===== src/rtl/ram_loader_if.sv =====
// Byte-stream input and RAM port-a write side of the serial boot loader.
interface ram_loader_if;
  logic [7:0]  in_data;
  logic        in_valid;
  logic        in_ready;
  logic [15:0] a_addr;
  logic [31:0] a_d;
  logic        a_wr;
  logic        busy;
  logic        done;
  logic        err;

  // Loader side
  modport slave (
    input  in_data, in_valid,
    output in_ready, a_addr, a_d, a_wr, busy, done, err
  );

  // Byte source / RAM / status observer side
  modport master (
    output in_data, in_valid,
    input  in_ready, a_addr, a_d, a_wr, busy, done, err
  );
endinterface


===== src/rtl/ram_loader.sv =====
// Serial boot loader: parses A5/count/data/checksum frames from a byte
// stream and writes little-endian words to consecutive RAM word addresses.
module ram_loader #(
  parameter int WORDS = 8192
) (
  input  logic         clk,
  input  logic         resetq,
  ram_loader_if.slave  bus
);
  typedef enum logic [2:0] {IDLE, LEN0, LEN1, DATA, WRITE, SUM} state_t;

  state_t      state, state_nx;
  logic [7:0]  cnt_lo;
  logic [15:0] count;
  logic [13:0] idx;
  logic [1:0]  bcnt;
  logic [23:0] wd;      // lanes 0..2; lane 3 goes straight to a_d
  logic [7:0]  sum;
  logic        acc;
  logic [15:0] len_in;
  logic        len_big;
  logic        last_word;

  // WRITE is the only cycle that refuses a byte
  assign bus.in_ready = resetq && (state != WRITE);
  assign acc          = bus.in_valid && bus.in_ready;
  assign bus.busy     = (state != IDLE);
  assign len_in       = {bus.in_data, cnt_lo};
  assign len_big      = {1'b0, len_in} > 17'(WORDS);
  assign last_word    = ({2'b00, idx} + 16'd1) == count;

  // State register
  always_ff @(posedge clk) begin
    if (!resetq) state <= IDLE;
    else         state <= state_nx;
  end

  // Next-state logic: advance on accepted bytes, WRITE always advances
  always_comb begin
    state_nx = state;
    case (state)
      IDLE:    if (acc && bus.in_data == 8'hA5) state_nx = LEN0;
      LEN0:    if (acc) state_nx = LEN1;
      LEN1:    if (acc) begin
                 if (len_big)             state_nx = IDLE;
                 else if (len_in == '0)   state_nx = SUM;
                 else                     state_nx = DATA;
               end
      DATA:    if (acc && bcnt == 2'd3) state_nx = WRITE;
      WRITE:   state_nx = last_word ? SUM : DATA;
      SUM:     if (acc) state_nx = IDLE;
      default: state_nx = IDLE;
    endcase
  end

  // Datapath: word assembly, checksum, registered RAM strobe and status
  always_ff @(posedge clk) begin
    if (!resetq) begin
      cnt_lo     <= '0;
      count      <= '0;
      idx        <= '0;
      bcnt       <= '0;
      wd         <= '0;
      sum        <= '0;
      bus.a_wr   <= 1'b0;
      bus.a_addr <= '0;
      bus.a_d    <= '0;
      bus.done   <= 1'b0;
      bus.err    <= 1'b0;
    end else begin
      bus.a_wr <= 1'b0;
      bus.done <= 1'b0;
      case (state)
        IDLE: if (acc && bus.in_data == 8'hA5) begin
          bus.err <= 1'b0;
          sum     <= '0;
          idx     <= '0;
          bcnt    <= '0;
        end
        LEN0: if (acc) cnt_lo <= bus.in_data;
        LEN1: if (acc) begin
          count <= len_in;
          if (len_big) bus.err <= 1'b1;
        end
        DATA: if (acc) begin
          sum  <= sum + bus.in_data;
          bcnt <= bcnt + 2'd1;
          case (bcnt)
            2'd0: wd[7:0]   <= bus.in_data;
            2'd1: wd[15:8]  <= bus.in_data;
            2'd2: wd[23:16] <= bus.in_data;
            default: begin
              // 4th byte: strobe lands in the WRITE cycle
              bus.a_wr   <= 1'b1;
              bus.a_addr <= {idx, 2'b00};
              bus.a_d    <= {bus.in_data, wd};
            end
          endcase
        end
        WRITE: idx <= idx + 14'd1;
        SUM: if (acc) begin
          if (bus.in_data == sum) bus.done <= 1'b1;
          else                    bus.err  <= 1'b1;
        end
        default: ;
      endcase
    end
  end
endmodule

===== src/flat_wrapper.sv =====
// flat-port wrapper written by rule: the top's interface ports become plain ports
module ram_loader_flat 
#(
  parameter int WORDS = 8192
)
  (clk, resetq, bus_in_data, bus_in_valid, bus_in_ready, bus_a_addr, bus_a_d, bus_a_wr, bus_busy, bus_done, bus_err);
  ram_loader_if bus_i ();
  input  logic clk;
  input  logic resetq;
  input wire logic [$bits(bus_i.in_data)-1:0] bus_in_data;
  input wire logic [$bits(bus_i.in_valid)-1:0] bus_in_valid;
  output wire logic [$bits(bus_i.in_ready)-1:0] bus_in_ready;
  output wire logic [$bits(bus_i.a_addr)-1:0] bus_a_addr;
  output wire logic [$bits(bus_i.a_d)-1:0] bus_a_d;
  output wire logic [$bits(bus_i.a_wr)-1:0] bus_a_wr;
  output wire logic [$bits(bus_i.busy)-1:0] bus_busy;
  output wire logic [$bits(bus_i.done)-1:0] bus_done;
  output wire logic [$bits(bus_i.err)-1:0] bus_err;
  assign bus_i.in_data = bus_in_data;
  assign bus_i.in_valid = bus_in_valid;
  assign bus_in_ready = bus_i.in_ready;
  assign bus_a_addr = bus_i.a_addr;
  assign bus_a_d = bus_i.a_d;
  assign bus_a_wr = bus_i.a_wr;
  assign bus_busy = bus_i.busy;
  assign bus_done = bus_i.done;
  assign bus_err = bus_i.err;
  ram_loader #(.WORDS(WORDS)) u_core (.clk(clk), .resetq(resetq), .bus(bus_i));
endmodule

===== config.mk =====
export PLATFORM = sky130hd
export DESIGN_NAME = ram_loader_flat
export DESIGN_NICKNAME = d
export VERILOG_FILES = /design/src/rtl/ram_loader_if.sv /design/src/rtl/ram_loader.sv /design/src/flat_wrapper.sv
export SDC_FILE = /design/constraint.sdc
export NUM_CORES = 1
export LEC_CHECK = 0
export ABC_AREA = 1
export BUFFER_PORTS_ARGS = -buffer_cell sky130_fd_sc_hd__buf_2
export CAP_MARGIN = 20
export CORE_AREA = 2 2 100 102
export CTS_CLUSTER_SIZE = 8
export DETAILED_ROUTE_END_ITERATION = 8
export DIE_AREA = 0 0 102 104
export PLACE_DENSITY = 0.8
export SLEW_MARGIN = 20
export SYNTH_ARGS = -nofsm -noshare
export SYNTH_HDL_FRONTEND = slang
export SYNTH_SLANG_ARGS = --single-unit

===== constraint.sdc =====
create_clock -name clk -period 4.4 [get_ports clk]
set_input_delay 0.22 -clock clk [delete_from_list [all_inputs] [get_ports clk]]
set_output_delay 0.22 -clock clk [all_outputs]
set_load 0.01 [all_outputs]

==> flow_summary.html <==
<table>
<tr><th>Metric</th><th>Value</th></tr>
<tr><th colspan="2">Drt</th></tr>
<tr><td>Average routed wire per standard cell</td><td>13.73 um</td></tr>
<tr><td>Number of nets with antenna violations after routing</td><td>0</td></tr>
<tr><td>Post-route DRC violation count</td><td>0</td></tr>
<tr><td>Total detailed-routing wirelength</td><td>13240 um</td></tr>
<tr><td>Via total after detailed routing</td><td>5241</td></tr>
<tr><td>Number of DRC violations after detailed-routing iteration 0</td><td>327</td></tr>
<tr><td>Number of optimization iterations in the first detailed-route pass</td><td>5</td></tr>
<tr><td>Routed via count divided by cell count</td><td>5.437</td></tr>
<tr><th colspan="2">Logic synthesis</th></tr>
<tr><td>Main synth FF type</td><td>dfxtp_1</td></tr>
<tr><td>Cell variety after synth</td><td>38</td></tr>
<tr><td>Post-Synthesis Cell Area</td><td>5618 um2</td></tr>
<tr><td>Count of synthesis-stage warnings from yosys</td><td>0</td></tr>
<tr><td>Cell count after synthesis</td><td>771</td></tr>
<tr><td>Yosys top cell by area</td><td>dfxtp_1</td></tr>
<tr><td>Top cell type's share of synthesized area</td><td>44.19%</td></tr>
<tr><td>Sequential fraction of the synthesis area</td><td>44.19%</td></tr>
<tr><td>Post-synth ARST share</td><td>0%</td></tr>
<tr><td>Post-synth EDFFs</td><td>0</td></tr>
<tr><td>#FFs+latches synth</td><td>124</td></tr>
<tr><td>Synthesized area divided by synthesized cell count</td><td>7.286 um2</td></tr>
<tr><td>Leading cell types by total area after synthesis</td><td>dfxtp_1, nor2_1, nand2_1, o21ai_0, a21oi_1</td></tr>
<tr><th colspan="2">Power</th></tr>
<tr><td>Relative contribution of the clock network to total power</td><td>54.0%</td></tr>
<tr><td>Net Switching</td><td>0.5793 mW</td></tr>
<tr><td>Switching Share</td><td>21.84%</td></tr>
<tr><td>Pwr Density</td><td>406.8 nW/um2</td></tr>
<tr><td>Combinational group share of total power</td><td>3.5%</td></tr>
<tr><td>IR Drop Worst-Case VDD</td><td>409.2 uV</td></tr>
<tr><td>Sequential share of power</td><td>42.6%</td></tr>
<tr><td>Int Power</td><td>2.073 mW</td></tr>
<tr><td>Leakage power total</td><td>2.851 nW</td></tr>
<tr><th colspan="2">Place</th></tr>
<tr><td>Cell count after placement</td><td>932</td></tr>
<tr><td>Routability Congestion</td><td>0.9346</td></tr>
<tr><td>Setup slack after placement</td><td>1758 ps</td></tr>
<tr><td>Post-detail-place hpwl</td><td>8975 um</td></tr>
<tr><td>Count of port buffers added during placement</td><td>61</td></tr>
<tr><td>Total placed instance area</td><td>5908 um2</td></tr>
<tr><th colspan="2">Final layout</th></tr>
<tr><td>Leading cell types in the layout, fill and taps excluded</td><td>nor2_1, dfxtp_1, nand2_1</td></tr>
<tr><td>Area growth syn-to-layout</td><td>16.06%</td></tr>
<tr><td>Layout fillers</td><td>819</td></tr>
<tr><td>Number of nets at the end of the flow</td><td>843</td></tr>
<tr><td>Share of post-route cells with drive strength above 1</td><td>13.72%</td></tr>
<tr><td>Post-route core utilization</td><td>68.28%</td></tr>
<tr><td>Final instance count without filler cells</td><td>964</td></tr>
<tr><td>Final standard cell area without fillers</td><td>6520 um2</td></tr>
<tr><td>Antenna diode instance count</td><td>0</td></tr>
<tr><td>Most common cell after layout, fill and taps aside</td><td>nor2_1</td></tr>
<tr><th colspan="2">Worst setup path</th></tr>
<tr><td>Critical Path RT</td><td>4790 ps</td></tr>
<tr><td>Nature of the critical path endpoint</td><td>flop</td></tr>
<tr><td>Data arrival time of the worst path</td><td>3090 ps</td></tr>
<tr><td>Largest fanout on the critical path</td><td>64</td></tr>
<tr><td>Worst Setup Start Kind</td><td>flop</td></tr>
<tr><td>Critical path class</td><td>flop to flop</td></tr>
<tr><th colspan="2">Timing</th></tr>
<tr><td>Share of the clock period used by the worst path</td><td>61.19%</td></tr>
<tr><td>Final total negative setup slack</td><td>0 ps</td></tr>
<tr><td>Post-layout min period</td><td>2693 ps</td></tr>
<tr><td>Worst clock skew on the final layout</td><td>5.922 ps</td></tr>
<tr><td>Final slew viol count</td><td>0</td></tr>
<tr><td>Transition time at the pin with the least slew margin</td><td>862.3 ps</td></tr>
<tr><td>Peak clock frequency supported by timing</td><td>0.3714 GHz</td></tr>
<tr><td>Number of endpoints failing setup at the final stage</td><td>0</td></tr>
<tr><td>Unrepaired setup endpoints after global routing</td><td>false</td></tr>
<tr><td>Final Hold Viols</td><td>0</td></tr>
<tr><td>Setup ws final</td><td>1708 ps</td></tr>
<tr><td>Worst slew margin relative to its limit</td><td>42.30%</td></tr>
<tr><th colspan="2">Global routing</th></tr>
<tr><td>Via count of the first global-routing pass</td><td>4895</td></tr>
<tr><td>Maximum number of pins on one net before global-route repair</td><td>99</td></tr>
<tr><td>Total GRT Usage</td><td>26.28%</td></tr>
<tr><td>Antenna violations before repair</td><td>0</td></tr>
<tr><td>Global-route wire length before repair</td><td>22290 um</td></tr>
<tr><td>Remaining Overflow, GRT</td><td>0</td></tr>
<tr><th colspan="2">Die</th></tr>
<tr><td>Die boundary width</td><td>102 um</td></tr>
<tr><td>Vertical extent of the die</td><td>104 um</td></tr>
<tr><td>Core Rows</td><td>36</td></tr>
<tr><td>Number of placed I/O pins</td><td>64</td></tr>
<tr><td>Core area</td><td>9549 um2</td></tr>
<tr><td>Die area</td><td>10610 um2</td></tr>
<tr><td>Effective utilization at floorplan</td><td>58.83%</td></tr>
<tr><th colspan="2">Clocking</th></tr>
<tr><td>Post CTS Setup Buffer Count</td><td>0</td></tr>
<tr><td>Largest buffer count on any clock path</td><td>2</td></tr>
<tr><td>Post-cts resize count</td><td>0</td></tr>
<tr><td>Buffer cell driving the clock tree root</td><td>clkbuf_8</td></tr>
<tr><td>H-tree depth</td><td>4</td></tr>
<tr><td>TritonCTS clock tree</td><td>built</td></tr>
<tr><td>CTS Hold Bufs</td><td>0</td></tr>
<tr><td>Cts bufs inserted</td><td>17</td></tr>
<tr><td>Sink count of the clock tree</td><td>124</td></tr>
<tr><td>Clock Latency Late Sink</td><td>530 ps</td></tr>
<tr><td>Clock-pin slew on the worst setup and hold paths</td><td>60 ps</td></tr>
<tr><th colspan="2">Min path</th></tr>
<tr><td>Worst min-delay path class</td><td>primary input to flop</td></tr>
<tr><th colspan="2">Flow run</th></tr>
<tr><td>Number of maximum-capacitance violations</td><td>0</td></tr>
<tr><th colspan="2">Outcome</th></tr>
<tr><td>Outcome</td><td>complete, no violations</td></tr>
</table>
[through the flow]
step                      hold WS, ps  total power, mW
after floorplan                 354.9            1.218
after global placement          435.6            1.242
after detailed placement        460.6            1.245
after CTS                       1.903            2.667
after global routing            15.24            2.734
final                           9.321            2.653
[power by group through the flow]
stage	clock (mW)	sequential (mW)	combinational, mW
floorplan	0	1.15	0.0654
global placement	0	1.15	0.0892
detailed placement	0	1.15	0.0917
CTS	1.45	1.13	0.0923
global route	1.50	1.13	0.104
finish	1.43	1.13	0.0925
[worst paths after layout]
path                   startpoint  slack [ps]  cells past startpoint                    to
setup / recovery  u_core.state[2]        1710                     11  u_core.bus.a_addr[6]
hold / removal       bus_in_valid           9                      3       u_core.bus.done
hold reg to reg     u_core.sum[0]         470                      2         u_core.sum[0]
setup reg to reg  u_core.state[2]        1710                     11  u_core.bus.a_addr[6]
[Yosys cell counts, drive strengths merged (2+ instances only)]
| cell | instances |
|---|---|
| o21bai | 2 |
| nand3b | 5 |
| ha | 13 |
| or2 | 2 |
| o211ai | 3 |
| xor2 | 5 |
| a21oi | 81 |
| clkbuf | 18 |
| nand3 | 45 |
| o21ai | 103 |
| xnor2 | 2 |
| nor2 | 135 |
| nor3 | 2 |
| inv | 66 |
| dfxtp | 124 |
| nand4 | 13 |
| nor4 | 3 |
| buf | 17 |
| nand2 | 125 |
[final cells by class]
cell class / count / area [um2] / share of cell area [%]
Sequential cell: 124 / 2482 / 38.07
Multi-Input combinational cell: 546 / 2690 / 41.26
Timing Repair Buffer: 62 / 312.8 / 4.798
Clock buffer: 18 / 417.9 / 6.410
Clock inverter: 14 / 193.9 / 2.974
Inverter: 67 / 256.5 / 3.934
Tap cell: 133 / 166.4 / 2.552
[kinds of logic (layout without fill, tap and decap cells)]
| logic type | Yosys count | after routing | share of synthesized area, % |
|---|---|---|---|
| DFF | 124 | 124 | 44.19 |
| buffers and inverters | 102 | 161 | 7.995 |
| AOI/OAI and AO/OA | 191 | 191 | 17.86 |
| other | 1 | 2 | 0.06675 |
| and+or+nand+nor | 332 | 332 | 25.55 |
| xor gates and xnor gates | 7 | 7 | 1.091 |
| adders and majority gates | 14 | 14 | 3.252 |
[layer usage]
layer	GRT usage [%]	part of all wire (%)	vias to the layer above
li1	-	-	2636
met1	34.70	44	2412
met2	41.17	48	165
met3	6.116	6.7	28
met4	10.76	1.9	0
met5	0	0	-
[flip-flops by register name (all words and copies together) (netlist names)]
register	flops
u_core.bcnt	2
u_core.bus.a_addr	14
u_core.bus.a_d	32
u_core.bus.a_wr	1
u_core.bus.done	1
u_core.bus.err	1
u_core.cnt_lo	8
u_core.count	16
u_core.idx	14
u_core.state	3
u_core.sum	8
u_core.wd	24
[critical path, cell delays in order (launching register included)]
cell and delay (ps):
dfxtp_1 390, inv_1 110, nor2_4 410, nor2_4 70
nand2_4 120, inv_4 70, o211ai_4 390, nor2_8 100
nand2_4 260, inv_4 280, o21ai_0 230, a21oi_1 60
No activity file was read; power rests on OpenSTA's default activity.
